<file path="config.mk">
export PLATFORM = sky130hd
export DESIGN_NAME = tpu_sequencer
export DESIGN_NICKNAME = d
export VERILOG_FILES = /design/src/rtl/tpu_sequencer.sv
export SDC_FILE = /design/constraint.sdc
export NUM_CORES = 1
export LEC_CHECK = 0
export BUFFER_PORTS_ARGS = -buffer_cell sky130_fd_sc_hd__buf_2
export CORE_UTILIZATION = 55
export DETAILED_ROUTE_END_ITERATION = 10
export PLACE_DENSITY = 0.79
export SLEW_MARGIN = 30
export SYNTH_ARGS = -nofsm -noshare
export SYNTH_HDL_FRONTEND = slang
export SYNTH_SLANG_ARGS = --single-unit
</file>
<file path="constraint.sdc">
create_clock -name clk -period 2.32 [get_ports clk]
set_input_delay 0.348 -clock clk [delete_from_list [all_inputs] [get_ports clk]]
set_output_delay 0.348 -clock clk [all_outputs]
set_load 0.05 [all_outputs]
</file>
<file path="src/rtl/tpu_sequencer.sv">
// Instruction-driven front end for the 2x2 systolic array: fetches four words, then loads weights or streams skewed activations.
// Optional TPU_SEQ_ILLEGAL_TRAP_EN adds a sticky illegal_op output and a halting TRAP state.
module tpu_sequencer #(
    parameter int ADDR_W       = 8,
    parameter int DATA_W       = 16,
    parameter int DRAIN_CYCLES = 4
) (
    input  logic              clk,
    input  logic              reset,
    input  logic              instr_valid,
    input  logic [15:0]       instr,
    output logic              instr_ready,
    output logic              mem_rd_en,
    output logic [ADDR_W-1:0] mem_addr,
    input  logic [DATA_W-1:0] mem_rdata,
    output logic              load_weight,
    output logic [DATA_W-1:0] weight1,
    output logic [DATA_W-1:0] weight2,
    output logic [DATA_W-1:0] weight3,
    output logic [DATA_W-1:0] weight4,
    output logic              valid,
    output logic [DATA_W-1:0] a_in1,
    output logic [DATA_W-1:0] a_in2,
    output logic              busy,
`ifdef TPU_SEQ_ILLEGAL_TRAP_EN
    output logic              illegal_op,
`endif
    output logic              done
);

    typedef enum logic [2:0] {
        S_IDLE,
        S_FETCH,
        S_LOADW,
        S_STREAM,
        S_DRAIN,
        S_DONE
`ifdef TPU_SEQ_ILLEGAL_TRAP_EN
        , S_TRAP
`endif
    } state_t;

    state_t            r_state;
    logic [3:0]        r_cnt;
    logic              r_is_compute;
    logic [ADDR_W-1:0] r_base;
    logic [DATA_W-1:0] r_word [0:3];
    logic              r_ready;
    logic              r_rd_en;
    logic [ADDR_W-1:0] r_addr;
    logic              r_lw;
    logic [DATA_W-1:0] r_w1, r_w2, r_w3, r_w4;
    logic              r_valid;
    logic [DATA_W-1:0] r_a1, r_a2;
    logic              r_done;
    logic              w_unused;

    // Operand bits above the address field carry no meaning for any opcode.
    assign w_unused = ^instr[12:ADDR_W];

    always_ff @(posedge clk or negedge reset) begin
        if (!reset) begin
            r_state      <= S_IDLE;
            r_cnt        <= '0;
            r_is_compute <= 1'b0;
            r_base       <= '0;
            for (int i = 0; i < 4; i++) r_word[i] <= '0;
            r_ready      <= 1'b1;
            r_rd_en      <= 1'b0;
            r_addr       <= '0;
            r_lw         <= 1'b0;
            r_w1         <= '0;
            r_w2         <= '0;
            r_w3         <= '0;
            r_w4         <= '0;
            r_valid      <= 1'b0;
            r_a1         <= '0;
            r_a2         <= '0;
            r_done       <= 1'b0;
`ifdef TPU_SEQ_ILLEGAL_TRAP_EN
            illegal_op   <= 1'b0;
`endif
        end else begin
            case (r_state)
                S_IDLE: begin
                    if (instr_valid) begin
                        case (instr[15:13])
                            3'b000: r_base <= instr[ADDR_W-1:0];
                            3'b001, 3'b010: begin
                                r_state      <= S_FETCH;
                                r_cnt        <= '0;
                                r_is_compute <= (instr[15:13] == 3'b010);
                                r_ready      <= 1'b0;
                                r_rd_en      <= 1'b1;
                                r_addr       <= r_base;
                            end
                            3'b011: ;
                            default: begin
`ifdef TPU_SEQ_ILLEGAL_TRAP_EN
                                r_state    <= S_TRAP;
                                r_ready    <= 1'b0;
                                illegal_op <= 1'b1;
`endif
                            end
                        endcase
                    end
                end
                S_FETCH: begin
                    // Read data lags the strobe by one cycle, so word[cnt-1] lands at the end of cnt.
                    if (r_cnt != 4'd0) r_word[r_cnt[1:0] - 2'd1] <= mem_rdata;
                    if (r_cnt < 4'd3) begin
                        r_rd_en <= 1'b1;
                        r_addr  <= r_base + ADDR_W'(r_cnt + 4'd1);
                    end else begin
                        r_rd_en <= 1'b0;
                        r_addr  <= '0;
                    end
                    if (r_cnt == 4'd4) begin
                        r_cnt <= '0;
                        if (r_is_compute) begin
                            r_state <= S_STREAM;
                            r_valid <= 1'b1;
                            r_a1    <= r_word[0];
                            r_a2    <= '0;
                        end else begin
                            r_state <= S_LOADW;
                            r_lw    <= 1'b1;
                            r_w1    <= r_word[0];
                            r_w2    <= r_word[1];
                            r_w3    <= r_word[2];
                            r_w4    <= mem_rdata;
                        end
                    end else begin
                        r_cnt <= r_cnt + 4'd1;
                    end
                end
                S_LOADW: begin
                    r_lw    <= 1'b0;
                    r_done  <= 1'b1;
                    r_state <= S_DONE;
                end
                S_STREAM: begin
                    case (r_cnt)
                        4'd0: begin
                            r_a1  <= r_word[1];
                            r_a2  <= r_word[2];
                            r_cnt <= 4'd1;
                        end
                        4'd1: begin
                            r_a1  <= '0;
                            r_a2  <= r_word[3];
                            r_cnt <= 4'd2;
                        end
                        default: begin
                            r_a1    <= '0;
                            r_a2    <= '0;
                            r_cnt   <= '0;
                            r_state <= S_DRAIN;
                        end
                    endcase
                end
                S_DRAIN: begin
                    if (r_cnt == 4'(DRAIN_CYCLES - 1)) begin
                        r_cnt   <= '0;
                        r_valid <= 1'b0;
                        r_done  <= 1'b1;
                        r_state <= S_DONE;
                    end else begin
                        r_cnt <= r_cnt + 4'd1;
                    end
                end
                S_DONE: begin
                    r_done  <= 1'b0;
                    r_ready <= 1'b1;
                    r_state <= S_IDLE;
                end
`ifdef TPU_SEQ_ILLEGAL_TRAP_EN
                S_TRAP: ;
`endif
                default: r_state <= S_IDLE;
            endcase
        end
    end

    assign instr_ready = r_ready;
    assign busy        = ~r_ready;
    assign mem_rd_en   = r_rd_en;
    assign mem_addr    = r_addr;
    assign load_weight = r_lw;
    assign weight1     = r_w1;
    assign weight2     = r_w2;
    assign weight3     = r_w3;
    assign weight4     = r_w4;
    assign valid       = r_valid;
    assign a_in1       = r_a1;
    assign a_in2       = r_a2;
    assign done        = r_done;

endmodule

</file>
==> impl_metrics.ini, run 1 <==
[global_route]
grt_overflow = 0
grt_max_degree = 60
grt_pass1_wl_um = 28400
grt_use_total = 0.251
grt_pass1_vias = 5371
antenna_found_initial = 0

[detailed_routing]
routed_wl_um = 17800
first_iter_violations = 404
drt_first_pass_iters = 7
route.detailed.drc = 0
vias = 5229
drtAntennaViolNets = 0
vias_per_cell = 5.71
post_drt_wl_per_cell_um = 19.4

[worst_hold_path]
hold_end = r_base[3]
hold_class = in2reg
min_path_cells = 2
worstHoldStart = instr[3]

[timing]
setup_viol = 0
max_freq_mhz = 460
slew_headroom = 0.619
rsz0062_at_grt = no
fin_hold_ws_ns = 0.146
period_share = 0.936
tightest_slew_ns = 0.571
fin_tns_setup_ns = 0
final_hold_viol_count = 0
drv_slew = 0
period_needed_ns = 2.17
skew_ns = 0.00817

[cells_and_area]
drive_gt1_frac = 0.457
stdcell_area_um2 = 9690
antennaDiodeCount = 0
post-route-util = 0.687
area.growth.synth_to_final_pct = 20.3
nets = 769

[synthesis]
synth-edff-count = 0
yosys-top-cells-area = dfrtp_1 (58%), mux2_4 (11%), mux2_2 (10%)
synthesis.area_um2 = 8050
synth.distinct_cells = 47
async_flop_share = 1.00
yosysTopAreaCellShare = 0.584
synthesis.nets = 613
synthCells = 567
ys_seq_area_frac = 0.587
yosys_warnings = 0
yosys.area.top_type = dfrtp_1
synth_area_per_cell_um2 = 14.2
synth_seq_cells = 189
ys.flop_type = dfrtp_1

[critical_path]
crit_path_start_kind = register
cp_cell_sequence = inv_1 > ha_1 > nand3b_1 > or3_4 > buf_12 > mux2_4
crit_required_ns = 2.64
crit_path_max_fanout = 30
crit_path_max_incr_delay_ns = 0.48
path_class = reg2reg
r2r_cells = 6
crit_buf_inv = 2
critPathSlowestCell = or3_4
critPathArrivalTime_ns = 2.49
rr_startpoint = r_cnt[1]
ff2ff_setup_slack_ns = 0.15
reg2reg_to = weight3[4]
cp_top_family = simple AND/OR/NAND/NOR gates
endpoint_kind = register

[die]
rows = 43
die_h_um = 123
die_w_um = 123
io_pins = 145
start_util = 0.571
core_um2 = 14100
die_area_um2 = 15100

[job]
max_cap_violations = 0

[cts]
clk_pin_slew_ns = 0.07
clock_sinks = 189
ctsHtreeMaxLevel = 4
clock_latency_ns = 0.43
cts_buffers = 17
cts_tree = built
clockBufferDepth = 2
clock_tree.root_cell = clkbuf_16

[placed_design]
dpl.hpwl_um = 11900
numPortBuffers = 139
gp_congestion = 0.813
dpl_cell_area_um2 = 9030

[status]
outcome = finished clean
[cells by family after synthesis]
logic type | count (synthesis) | synth area share
flops | 189 | 0.587
compound gates | 96 | 0.0828
xor+xnor | 7 | 0.00761
fa+ha+maj | 11 | 0.0180
mux | 137 | 0.219
simple gates | 77 | 0.0496
buf+inv | 50 | 0.0359
[per-layer routing]
layer / global-route usage / wire [um] / vias to the layer above
met5: 0 / 0 / -
met4: 0.108 / 350 / 0
met3: 0.0475 / 874 / 25
met2: 0.403 / 8910 / 162
met1: 0.337 / 7660 / 2692
li1: - / - / 2350
[placed cells by master (no fill, tap or decap), types with 16 or more instances in the layout]
| cell | instances |
|---|---|
| dfrtp_1 | 188 |
| buf_2 | 138 |
| mux2_2 | 73 |
| mux2_4 | 58 |
| o21ai_0 | 41 |
| nand2_1 | 36 |
| inv_1 | 23 |
| buf_4 | 18 |
| clkbuf_16 | 17 |
| a22oi_1 | 16 |
| a222oi_1 | 16 |
[sequential cells by signal (all words and copies together), names as in the netlist, 4 cells and up]
signal and flops:
weight3 16, weight2 16, mem_addr 8, r_cnt 4, r_base 8, weight4 16, r_word 64, weight1 16
a_in2 16, a_in1 16
[stage by stage]
step,std cells,setup slack [ns]
2_1_floorplan,567,0.296
3_3_place_gp,883,0.175
3_5_place_dp,883,0.0455
4_1_cts,916,0.0202
5_1_grt,916,0.00217
6_report,916,0.147
[layout make-up]
cell class                      count  area [um2]
Clock buffer                       20         457
Inverter                           24        90.1
Clock inverter                     12         184
Fill cell                        1026        4410
Timing Repair Buffer              163         947
Multi-Input combinational cell    328        3050
Sequential cell                   189        4730
Tap cell                          180         225
[timing repair]
action                     in CTS  in global routing
hold endpoints to repair       54                  0
hold buffers                    1                  0
gates resized for setup         0                  1
setup endpoints to repair       0                 23
buffers inserted                0                  0
[synth_stat cells (all sizes together) (4+ instances only)]
library cell	number
dfrtp	188
mux2	137
o21ai	41
nand2	39
inv	23
buf	19
a222oi	16
a22oi	16
nor2	11
ha	10
clkbuf	7
nand3	6
xor2	6
a21oi	5
nand2b	4
nor2b	4
[worst max-delay path by stage]
stage / start / end / slack, ns / depth (start not counted)
6_report: r_cnt[1] / weight3[4] / 0.15 / 6
2_1_floorplan: r_cnt[0] / weight1[10] / 0.30 / 7
3_5_place_dp: r_cnt[1] / a_in1[3] / 0.05 / 6
5_1_grt: r_cnt[1] / r_cnt[3] / 0.002 / 6
4_1_cts: r_cnt[1] / a_in1[3] / 0.02 / 6
3_3_place_gp: r_cnt[1] / a_in1[5] / 0.18 / 6
Power of run 1 is not shown: default switching activity piles up to over one toggle a cycle in this logic, so the estimate is an artifact.
==> run 2: changes to the inputs <==
Settings changed: MAX_ROUTING_LAYER set to met4.
==> impl_metrics.ini, run 2 (same netlist as run 1, synthesis figures left out) <==
[status]
outcome = finished clean

[cts]
clockBufferDepth = 2
clock_sinks = 189
clock_latency_ns = 0.43
ctsHtreeMaxLevel = 4
cts_buffers = 17
clk_pin_slew_ns = 0.07
cts_setup_buffers = 0
cts_tree = built
clock_tree.root_cell = clkbuf_16

[cells_and_area]
area.growth.synth_to_final_pct = 20.3
drive_gt1_frac = 0.457
largest_reg_flops = 64
antennaDiodeCount = 0
top_register = r_word
layout_commonest_cell = dfrtp_1
nets = 769
final_cell_mix = dfrtp_1 (188), buf_2 (138), mux2_2 (73)
fillers = 1026

[detailed_routing]
drtAntennaViolNets = 0
drt_first_pass_iters = 6
routed_wl_um = 17800
route.detailed.drc = 0
vias = 5210
first_iter_violations = 446
post_drt_wl_per_cell_um = 19.5
vias_per_cell = 5.69

[job]
max_cap_violations = 0

[critical_path]
critPathArrivalTime_ns = 2.50
critPathSlowestCell = or3_4
crit_path_max_fanout = 30
cp_top_family = simple AND/OR/NAND/NOR gates
path_class = reg2reg
crit_path_start_kind = register
crit_buf_inv = 2
crit_path_max_incr_delay_ns = 0.49
ff2ff_setup_slack_ns = 0.14
endpoint_kind = register
crit_required_ns = 2.64
cp_cell_sequence = inv_1 > ha_1 > nand3b_1 > or3_4 > buf_12 > mux2_4

[die]
die_w_um = 123
start_util = 0.571
core_um2 = 14100
die_h_um = 123
die_area_um2 = 15100
rows = 43
io_pins = 145

[timing]
skew_ns = 0.00678
period_share = 0.941
rsz0062_at_grt = no
max_freq_mhz = 458
drv_slew = 0
period_needed_ns = 2.18
fin_tns_setup_ns = 0
slew_headroom = 0.618
tightest_slew_ns = 0.573
final_hold_viol_count = 0
setup_viol = 0

[worst_hold_path]
hold_class = in2reg

[global_route]
grt_pass1_wl_um = 28400
grt_pass1_vias = 5368
grt_use_total = 0.260
grt_overflow = 0
grt_max_degree = 60
antenna_found_initial = 0

[placed_design]
gp_congestion = 0.825
dpl.hpwl_um = 11900
numPortBuffers = 139
run 2: cell counts in the layout (fill, tap and decap cells not counted):
Identical to the previous run, type by type.
run 2: path summary, 6_finish.rpt:
check | startpoint | to | cells after the start
worst min register to register | mem_addr[1] | mem_addr[1] | 2
worst max register to register | r_cnt[1] | weight3[4] | 6
min in group asynchronous | reset | mem_addr[7] | 2
max in group asynchronous | reset | r_word[50] | 3
worst min-delay path | instr[3] | r_base[3] | 2
worst max-delay path | r_cnt[1] | weight3[4] | 6
run 2: final cells by class:
cell class,count,area (um2),share of cell area
Clock buffer,20,457,0.0471
Clock inverter,12,184,0.0190
Inverter,24,90.1,0.00930
Multi-Input combinational cell,328,3050,0.315
Sequential cell,189,4730,0.488
Tap cell,180,225,0.0232
Timing Repair Buffer,163,947,0.0978
run 2: stage by stage:
step	cells	utilization	setup WS, ns	cell area [um2]	hold WS (ns)
2_1_floorplan	567	-	0.296	8050	0.0524
3_3_place_gp	883	0.641	0.175	9030	0.351
3_5_place_dp	883	0.641	0.0455	9030	0.356
4_1_cts	916	0.687	0.0202	9680	0.130
5_1_grt	916	0.687	0.00205	9690	0.128
6_report	916	0.687	0.137	9690	0.142
run 2: repair_timing:
item / in CTS / in global routing
hold buffers: 1 / 0
gates resized for setup: 0 / 1
endpoints found under the hold margin: 54 / 0
endpoints found under the setup margin: 0 / 23
run 2: worst register-to-register path: stages, from the launching register on:
cell and delay, ns:
dfrtp_1 0.46, inv_1 0.16, ha_1 0.20, nand3b_1 0.17, or3_4 0.49, buf_12 0.23, mux2_4 0.35
run 2: layer usage:
layer  track usage  vias up  wire length [um]
met3        0.0609       22               882
li1              -     2352                 -
met2         0.403      158              8900
met1         0.338     2678              7710
met4        0.0919        0               332
met5             -        -                 0
Power of run 2 is left out for the same reason.
==> run 3: changes to the inputs <==
Settings changed: PLACE_DENSITY 0.79 to not set, PLACE_DENSITY_LB_ADDON set to 0.25, SLEW_MARGIN 30 to not set.
==> impl_metrics.ini, run 3 (same netlist as run 1, synthesis figures left out) <==
[cts]
ctsHtreeMaxLevel = 4
clock_latency_ns = 0.42
clockBufferDepth = 2
clock_sinks = 189
clock_tree.root_cell = clkbuf_16
cts_tree = built
cts_setup_buffers = 0
clk_pin_slew_ns = 0.06
cts_buffers = 17

[timing]
rsz0062_at_grt = no
period_needed_ns = 2.12
drv_slew = 0
fin_hold_ws_ns = 0.156
fin_tns_setup_ns = 0
setup_viol = 0
slew_headroom = 0.620
tightest_slew_ns = 0.567
period_share = 0.912
skew_ns = 0.00781
max_freq_mhz = 473
final_hold_viol_count = 0

[cells_and_area]
nets = 768
instances_no_fill = 915
final_cell_mix = dfrtp_1 (188), buf_2 (138), mux2_2 (73)
drive_gt1_frac = 0.457
layout_commonest_cell = dfrtp_1
top_register = r_word
largest_reg_flops = 64
antennaDiodeCount = 0
post-route-util = 0.687
fillers = 1038
area.growth.synth_to_final_pct = 20.3

[critical_path]
cp.depth = 6
crit_path_start_kind = register
critPathArrivalTime_ns = 2.41
r2r_cells = 6
crit_path_max_fanout = 22
crit_buf_inv = 2
endpoint_kind = register
critPathSlowestCell = a22o_2
cp_cell_sequence = inv_1 > ha_1 > nand3b_1 > a22o_2 > a222oi_1 > inv_1
crit_path_max_incr_delay_ns = 0.50
crit_required_ns = 2.62
cp_top_family = compound AO/OA/AOI/OAI gates
reg2reg_to = a_in2[14]
ff2ff_setup_slack_ns = 0.20
rr_startpoint = r_cnt[1]
crit_top_cell = inv_1
path_class = reg2reg

[detailed_routing]
route.detailed.drc = 0
vias_per_cell = 5.66
post_drt_wl_per_cell_um = 19.0
routed_wl_um = 17400
vias = 5183
first_iter_violations = 391
drtAntennaViolNets = 0
drt_first_pass_iters = 5

[worst_hold_path]
hold_class = in2reg
hold_end = r_base[7]
min_path_cells = 2
worstHoldStart = instr[7]

[global_route]
antenna_found_initial = 0
grt_pass1_wl_um = 28000
grt_use_total = 0.256
grt_pass1_vias = 5305
grt_max_degree = 83
grt_overflow = 0

[placed_design]
dpl.hpwl_um = 11600
numPortBuffers = 139
dpl.cell_count = 882
gp_congestion = 0.875

[status]
outcome = finished clean

[die]
rows = 43
die_area_um2 = 15100
die_h_um = 123
io_pins = 145
core_um2 = 14100
start_util = 0.571
die_w_um = 123

[job]
max_cap_violations = 0
-- run 3: worst max path at each step --
stage / from / endpoint / slack [ns]
6_report: r_cnt[1] / a_in2[14] / 0.20
5_1_grt: r_cnt[1] / r_cnt[0] / 0.04
4_1_cts: r_cnt[1] / a_in2[14] / 0.19
3_5_place_dp: r_cnt[1] / a_in2[14] / 0.21
3_3_place_gp: r_state[1] / r_word[46] / 0.25
2_1_floorplan: r_cnt[0] / weight1[10] / 0.30
-- run 3: metal layers --
layer,vias to the layer above,share of wire,track usage
met2,135,0.49,0.399
li1,2347,-,-
met3,19,0.045,0.0507
met1,2682,0.45,0.338
met5,-,0,-
met4,0,0.015,0.0843
-- run 3: layout make-up --
class | count | area (um2) | share of cell area
Multi-Input combinational cell | 328 | 3050 | 0.314
Clock inverter | 11 | 175 | 0.0181
Timing Repair Buffer | 162 | 942 | 0.0972
Tap cell | 180 | 225 | 0.0232
Clock buffer | 21 | 480 | 0.0496
Sequential cell | 189 | 4730 | 0.488
Inverter | 24 | 90.1 | 0.00930
-- run 3: per-stage QoR --
step                setup slack (ns)  area, um2
floorplan                      0.296       8050
global placement               0.247       9020
detailed placement             0.214       9020
CTS                            0.193       9690
global route                  0.0388       9690
finish                         0.205       9690
-- run 3: timing repair --
action | CTS | global route
resized for setup | 0 | 0
hold endpoints to repair | 36 | 0
hold buffers | 1 | 0
Power of run 3 is left out for the same reason.
